**config.mk**
```make
export PLATFORM = sky130hd
export DESIGN_NAME = cpu_sequencer
export DESIGN_NICKNAME = d
export VERILOG_FILES = /design/src/rtl/subarashii_pkg.sv /design/src/rtl/seq_wait_timer.sv /design/src/rtl/cpu_sequencer.sv
export SDC_FILE = /design/constraint.sdc
export NUM_CORES = 1
export LEC_CHECK = 0
export BUFFER_PORTS_ARGS = -buffer_cell sky130_fd_sc_hd__buf_2
export CAP_MARGIN = 20
export CORE_AREA = 2 2 39 41
export CTS_CLUSTER_DIAMETER = 80
export DETAILED_ROUTE_END_ITERATION = 6
export DIE_AREA = 0 0 41 43
export PLACE_DENSITY = 0.61
export SLEW_MARGIN = 20
export SYNTH_ARGS = -nofsm -noshare
export SYNTH_HDL_FRONTEND = slang
export SYNTH_SLANG_ARGS = --single-unit
```
**constraint.sdc**
```tcl
create_clock -name clk -period 2.2 [get_ports clk]
set_input_delay 0.44 -clock clk [delete_from_list [all_inputs] [get_ports clk]]
set_output_delay 0.44 -clock clk [all_outputs]
set_load 0.02 [all_outputs]
```
**src/rtl/subarashii_pkg.sv**
```systemverilog
// +------------------------------------------------------------------+
// | subarashii_pkg : opcode, sequencer state and pcSrc encodings      |
// | Rev 1.0 - initial release                                        |
// +------------------------------------------------------------------+
`default_nettype none

package subarashii_pkg;

  localparam logic [3:0] OP_ADD = 4'h0;
  localparam logic [3:0] OP_SUB = 4'h1;
  localparam logic [3:0] OP_AND = 4'h2;
  localparam logic [3:0] OP_OR  = 4'h3;
  localparam logic [3:0] OP_XOR = 4'h4;
  localparam logic [3:0] OP_NOT = 4'h5;
  localparam logic [3:0] OP_SHL = 4'h6;
  localparam logic [3:0] OP_SHR = 4'h7;
  localparam logic [3:0] OP_MOV = 4'h8;
  localparam logic [3:0] OP_SWP = 4'h9;
  localparam logic [3:0] OP_LDW = 4'hA;
  localparam logic [3:0] OP_STW = 4'hB;
  localparam logic [3:0] OP_BRZ = 4'hC;
  localparam logic [3:0] OP_JAL = 4'hD;
  localparam logic [3:0] OP_RSV = 4'hE;
  localparam logic [3:0] OP_HLT = 4'hF;

  typedef enum logic [2:0] {
    ST_FETCH  = 3'd0,
    ST_DECODE = 3'd1,
    ST_EXEC   = 3'd2,
    ST_MEM    = 3'd3,
    ST_WB     = 3'd4,
    ST_HALT   = 3'd5,
    ST_FAULT  = 3'd6
  } seq_state_e;

  localparam logic [1:0] PCSRC_INC = 2'b00;
  localparam logic [1:0] PCSRC_BR  = 2'b01;
  localparam logic [1:0] PCSRC_JMP = 2'b10;

endpackage

`default_nettype wire

```
**src/rtl/seq_wait_timer.sv**
```systemverilog
// +------------------------------------------------------------------+
// | seq_wait_timer : 8-bit memory wait counter with expiry flag       |
// | Rev 1.0 - initial release                                        |
// +------------------------------------------------------------------+
`default_nettype none

module seq_wait_timer #(
  parameter int unsigned LIMIT = 16
) (
  input  logic clk,
  input  logic rst,
  input  logic clr_i,
  input  logic inc_i,
  output logic expire_o
);

  logic [7:0] cnt_q;

  always_ff @(posedge clk) begin
    if (rst || clr_i) begin
      cnt_q <= 8'd0;
    end else if (inc_i) begin
      cnt_q <= cnt_q + 8'd1;
    end
  end

  // Fires on the unacked cycle that brings the count up to LIMIT.
  assign expire_o = inc_i && (cnt_q == 8'(LIMIT - 1));

endmodule

`default_nettype wire

```
**src/rtl/cpu_sequencer.sv**
```systemverilog
// +------------------------------------------------------------------+
// | cpu_sequencer : multi-cycle FETCH/DECODE/EXEC/MEM/WB controller   |
// | Optional SEQ_MEM_TIMEOUT_EN : fault on memAck timeout             |
// | Rev 1.0 - initial release                                        |
// +------------------------------------------------------------------+
`default_nettype none

module cpu_sequencer
  import subarashii_pkg::*;
#(
  parameter int unsigned MEM_TIMEOUT = 16
) (
  input  logic       clk,
  input  logic       rst,
  input  logic       run,
  input  logic [3:0] opcode,
  input  logic       branchTaken,
  input  logic       memAck,
  output logic       memReq,
  output logic       memWe,
  output logic       memAddrSel,
  output logic       irWrite,
  output logic       pcWrite,
  output logic [1:0] pcSrc,
  output logic       regWriteEn,
  output logic       halted,
  output logic       fault,
  output logic [2:0] state
);

  if (MEM_TIMEOUT == 0 || MEM_TIMEOUT > 255) begin : g_bad_mem_timeout
    $error("MEM_TIMEOUT must lie in 1..255");
  end

  seq_state_e state_q, state_d;
  logic       fetch_pend_q, fetch_pend_d;
  logic       w_req;
  logic       w_timeout;

  // A fetch request, once raised, stays up until acked even if run falls.
  assign w_req = !rst && (((state_q == ST_FETCH) && (run || fetch_pend_q)) ||
                          (state_q == ST_MEM));

`ifdef SEQ_MEM_TIMEOUT_EN
  logic w_clr;
  assign w_clr = (state_d != state_q);

  seq_wait_timer #(
    .LIMIT    (MEM_TIMEOUT)
  ) u_wait_timer (
    .clk      (clk),
    .rst      (rst),
    .clr_i    (w_clr),
    .inc_i    (w_req & ~memAck),
    .expire_o (w_timeout)
  );
`else
  assign w_timeout = 1'b0;
`endif

  always_ff @(posedge clk) begin
    if (rst) begin
      state_q      <= ST_FETCH;
      fetch_pend_q <= 1'b0;
    end else begin
      state_q      <= state_d;
      fetch_pend_q <= fetch_pend_d;
    end
  end

  always_comb begin
    state_d      = state_q;
    fetch_pend_d = 1'b0;
    memReq       = w_req;
    memWe        = 1'b0;
    memAddrSel   = 1'b0;
    irWrite      = 1'b0;
    pcWrite      = 1'b0;
    pcSrc        = PCSRC_INC;
    regWriteEn   = 1'b0;
    halted       = 1'b0;
    fault        = 1'b0;

    case (state_q)
      ST_FETCH: begin
        if (w_req) begin
          if (memAck) begin
            irWrite = 1'b1;
            pcWrite = 1'b1;
            state_d = ST_DECODE;
          end else if (w_timeout) begin
            state_d = ST_FAULT;
          end else begin
            fetch_pend_d = 1'b1;
          end
        end
      end
      ST_DECODE: begin
        if (opcode == OP_HLT)      state_d = ST_HALT;
        else if (opcode == OP_RSV) state_d = ST_FAULT;
        else                       state_d = ST_EXEC;
      end
      ST_EXEC: begin
        case (opcode)
          OP_LDW, OP_STW: state_d = ST_MEM;
          OP_BRZ: begin
            pcWrite = branchTaken;
            pcSrc   = PCSRC_BR;
            state_d = ST_FETCH;
          end
          OP_JAL: begin
            regWriteEn = 1'b1;
            pcWrite    = 1'b1;
            pcSrc      = PCSRC_JMP;
            state_d    = ST_FETCH;
          end
          default: state_d = ST_WB;
        endcase
      end
      ST_MEM: begin
        memAddrSel = 1'b1;
        memWe      = (opcode == OP_STW);
        if (memAck) begin
          state_d = (opcode == OP_STW) ? ST_FETCH : ST_WB;
        end else if (w_timeout) begin
          state_d = ST_FAULT;
        end
      end
      ST_WB: begin
        regWriteEn = 1'b1;
        state_d    = ST_FETCH;
      end
      ST_HALT:  halted = 1'b1;
      ST_FAULT: fault  = 1'b1;
      default: begin
        fault   = 1'b1;
        state_d = ST_FAULT;
      end
    endcase

    if (rst) begin
      memWe      = 1'b0;
      memAddrSel = 1'b0;
      irWrite    = 1'b0;
      pcWrite    = 1'b0;
      pcSrc      = PCSRC_INC;
      regWriteEn = 1'b0;
      halted     = 1'b0;
      fault      = 1'b0;
    end
  end

  assign state = rst ? 3'(ST_FETCH) : 3'(state_q);

endmodule

`default_nettype wire

```
==> Implementation_results.wiki <==
{| class="wikitable"
! Metric !! Value
|-
| Outcome || complete, no violations
|-
| Width of the die || 41 um
|-
| Max_slew headroom || 77.8%
|-
| Layout cells sized above 1 || 36.8%
|-
| Transition at the pin with the smallest max-transition slack || 0.331 ns
|-
| Final worst setup slack || 0.175 ns
|-
| Final max-slew violation count || 0
|-
| Unique masters post-synth || 32
|-
| Worst r2r dst || state_q[2]
|-
| Antenna diode count || 0
|-
| Drt pass-1 iters || 4
|-
| Antenna-violating nets left || 0
|-
| Mean routed wirelength per cell || 10.2 um
|-
| Post-route minimum period || 2.03 ns
|-
| CTS tree || yes
|-
| Portion of total power attributed to sequential cells || 29.0%
|-
| Worst path slowest cell || sky130_fd_sc_hd__dfxtp_1
|-
| Total setup violations reported at the end of the flow || 0
|-
| Post-detailed-route DRC marker count || 0
|-
| Net count after synthesis || 75
|-
| Most used flip-flop cell after synthesis || sky130_fd_sc_hd__dfxtp_1
|-
| Endpoint required time on the critical path || 1.76 ns
|-
| Pwr Density || 730 mW/mm^2
|-
| Area delta synth->final || 26.9%
|-
| Count of hold-fix buffers inserted at cts || 0
|-
| Portion of the clock cycle consumed by the worst path in the final layout || 92.0%
|-
| Type of the worst setup path || flop to output pin
|-
| GR met1 Demand/Resource || 17.6%
|-
| Post-Route Skew || 0.000700 ns
|-
| Die Area || 0.00176 mm^2
|-
| DRT Wirelength || 1050 um
|-
| Unrepaired setup endpoints after global routing || no
|-
| Clock slew seen by the registers of the worst setup and hold paths || 0.03 ns
|-
| Hold Vio Cnt, Final || 0
|-
| Final Instance Count excl. Fillers || 103
|-
| Slack of the worst reg-to-reg path || 0.78 ns
|-
| Estimated wirelength of the detail-placed design || 818 um
|-
| Reg2reg path depth || 5
|-
| CTS sink count || 4
|-
| Total of flip-flops plus latches after synthesis || 4
|-
| M2 GR Usage || 21.6%
|-
| Final estimated routing congestion in global placement || 0.781
|-
| Maximum fanout encountered on the critical timing path || 6
|-
| Post-synth design cell area || 450 um^2
|-
| Startpoint of the lowest-slack hold path || memAck
|-
| Arrival time reported for the critical path endpoint || 1.59 ns
|-
| Maxcap violations || 0
|-
| Cell depth of the worst hold path || 2
|-
| Via count || 548
|-
| Maximum vdd drop || 0.247 mV
|-
| Synthesized area divided by synthesized cell count || 6.82 um^2
|-
| Grt peak-use layer || met2
|-
| Power, Total || 0.417 mW
|-
| Initial detailed-routing violation count || 8
|-
| Global-route wire length before repair || 1740 um
|-
| Largest net degree at the start of global routing || 16
|-
| Cell Count Post-Placement || 100
|-
| Die height || 43 um
|-
| All-layer global routing usage || 13.9%
|-
| Warnings from Yosys || 0
|-
| Fill cells || 150
|-
| Number of nets in the layout || 98
|-
| Share of the yosys chip area belonging to registers || 17.8%
|-
| Post-CTS setup-driven buffer insertion count || 0
|-
| Final-layout worst hold slack || 0.447 ns
|-
| Mapped Cells || 66
|-
| Resize count post-CTS || 0
|-
| Internal power component || 0.243 mW
|-
| Async S/R FF share, synth || 0%
|-
| Number of buffer cells added on primary ports || 21
|-
| Skew-Pair Late Insertion Delay || 0.23 ns
|-
| Reg2Reg Launch Point || state_q[1]
|-
| Share of power burned in the clock network || 21.0%
|-
| Fin Setup TNS || 0 ns
|-
| Antenna violations before repair || 0
|-
| CTS Buf Count || 3
|-
| F_max || 494 MHz
|-
| Maximum clock path buffer count || 2
|-
| Core footprint || 0.00138 mm^2
|-
| Leakage Power || 0.276 nW
|-
| Net Switching || 0.175 mW
|-
| Number of levels in the clock H-tree || 1
|-
| Global Route met3 Usage || 6.28%
|-
| Delay contributed by the slowest stage of the critical path || 0.48 ns
|-
| CTS Root Cell || sky130_fd_sc_hd__clkbuf_4
|-
| Number of global-route vias before repair || 434
|-
| Starting utilization of the core area || 32.5%
|-
| Min-delay worst type || primary input to flop
|-
| Overflow left after global routing || 0
|-
| Crit-path cells || nand2b_4, or4_1, nor3b_1, buf_2
|-
| Number of synthesized flops with an enable pin || 0
|-
| Worst slack after detailed placement || 0.274 ns
|-
| Kind of end point of the critical path || output pin
|-
| Number of rows in the core area || 14
|-
| Critical path startpoint category || flop
|-
| Combinational power share || 50.0%
|-
| Average vias per placed instance || 5.32
|-
| Top-Level Pins || 22
|-
| Hold Path End || fetch_pend_q
|-
| Net switching share of the total power || 41.9%
|}
## cell type report
cell class	count	area [um^2]	area share (%)
multi-input combinational	55	324	56.7
timing repair buffer	22	113	19.7
sequential	4	81.3	14.2
clock buffer	3	22.5	3.94
tap	16	20.0	3.50
inverter	3	11.3	1.97
## cells in the mapped netlist (2+ instances only)
cell                      number  area, um^2
sky130_fd_sc_hd__nor2_1        7        26.3
sky130_fd_sc_hd__a21oi_1       6        30.0
sky130_fd_sc_hd__nand2_1       6        22.5
sky130_fd_sc_hd__dfxtp_1       4        80.1
sky130_fd_sc_hd__nor3_1        4        20.0
sky130_fd_sc_hd__o21ai_0       4        20.0
sky130_fd_sc_hd__inv_1         3        11.3
sky130_fd_sc_hd__nor2b_1       3        18.8
sky130_fd_sc_hd__and2_1        2        12.5
sky130_fd_sc_hd__and3_1        2        12.5
sky130_fd_sc_hd__buf_6         2        22.5
sky130_fd_sc_hd__nand3_1       2        10.0
sky130_fd_sc_hd__nor3b_1       2        15.0
## routing by layer
layer | share of wire (%) | up-vias
li1 | - | 283
met1 | 48 | 248
met2 | 46 | 17
met3 | 6.0 | 0
met4 | 0 | 0
met5 | 0 | -
## worst max-delay path by stage
stage	from	end	slack, ns	depth (start not counted)
after detailed placement	opcode[3]	pcSrc[1]	0.27	5
after CTS	state_q[0]	pcSrc[1]	0.12	4
final	state_q[1]	pcSrc[1]	0.17	4
after global placement	opcode[3]	pcSrc[1]	0.31	5
after global routing	state_q[1]	pcSrc[1]	0.05	4
after floorplan	state_q[1]	memWe	0.02	3
## worst max-delay path, delay by kind of cell, from the launching register on
| family | cells | cell delay, ns |
|---|---|---|
| buffers and inverters | 1 | 0.19 |
| flip-flops | 1 | 0.48 |
| AND/OR/NAND/NOR | 3 | 0.69 |
## sequential cells by signal (all words and copies together) (netlist names)
register,cells
fetch_pend_q,1
state_q,3
## through the flow
step / cell area, um^2 / util [%]
after detailed placement: 548 / 39.6
final: 572 / 41.3
after global placement: 548 / 39.6
after CTS: 571 / 41.2
after global routing: 572 / 41.3
after floorplan: 450 / -
## power by group through the flow
stage / Sequential, mW / Combinational, mW / Clock, mW
2_1_floorplan: 0.0972 / 0.190 / 0
3_3_place_gp: 0.119 / 0.208 / 0
3_5_place_dp: 0.119 / 0.208 / 0
4_1_cts: 0.118 / 0.209 / 0.0927
5_1_grt: 0.125 / 0.235 / 0.101
6_report: 0.121 / 0.209 / 0.0876
## cells by family after synthesis
group | Yosys count | share of synthesized area [%]
buf+inv | 7 | 10.3
simple gates | 37 | 46.7
compound gates | 18 | 25.3
flops | 4 | 17.8
## placed cells by master, fill, tap and decap left out, types with 3 or more instances in the layout
cell / count
sky130_fd_sc_hd__a21oi_1: 6
sky130_fd_sc_hd__buf_2: 21
sky130_fd_sc_hd__clkbuf_4: 3
sky130_fd_sc_hd__dfxtp_1: 3
sky130_fd_sc_hd__inv_1: 3
sky130_fd_sc_hd__nand2_1: 6
sky130_fd_sc_hd__nor2_1: 7
sky130_fd_sc_hd__nor2b_1: 3
sky130_fd_sc_hd__nor3_1: 4
sky130_fd_sc_hd__o21ai_0: 4
Note: power is estimated with default switching activity, not from simulation.
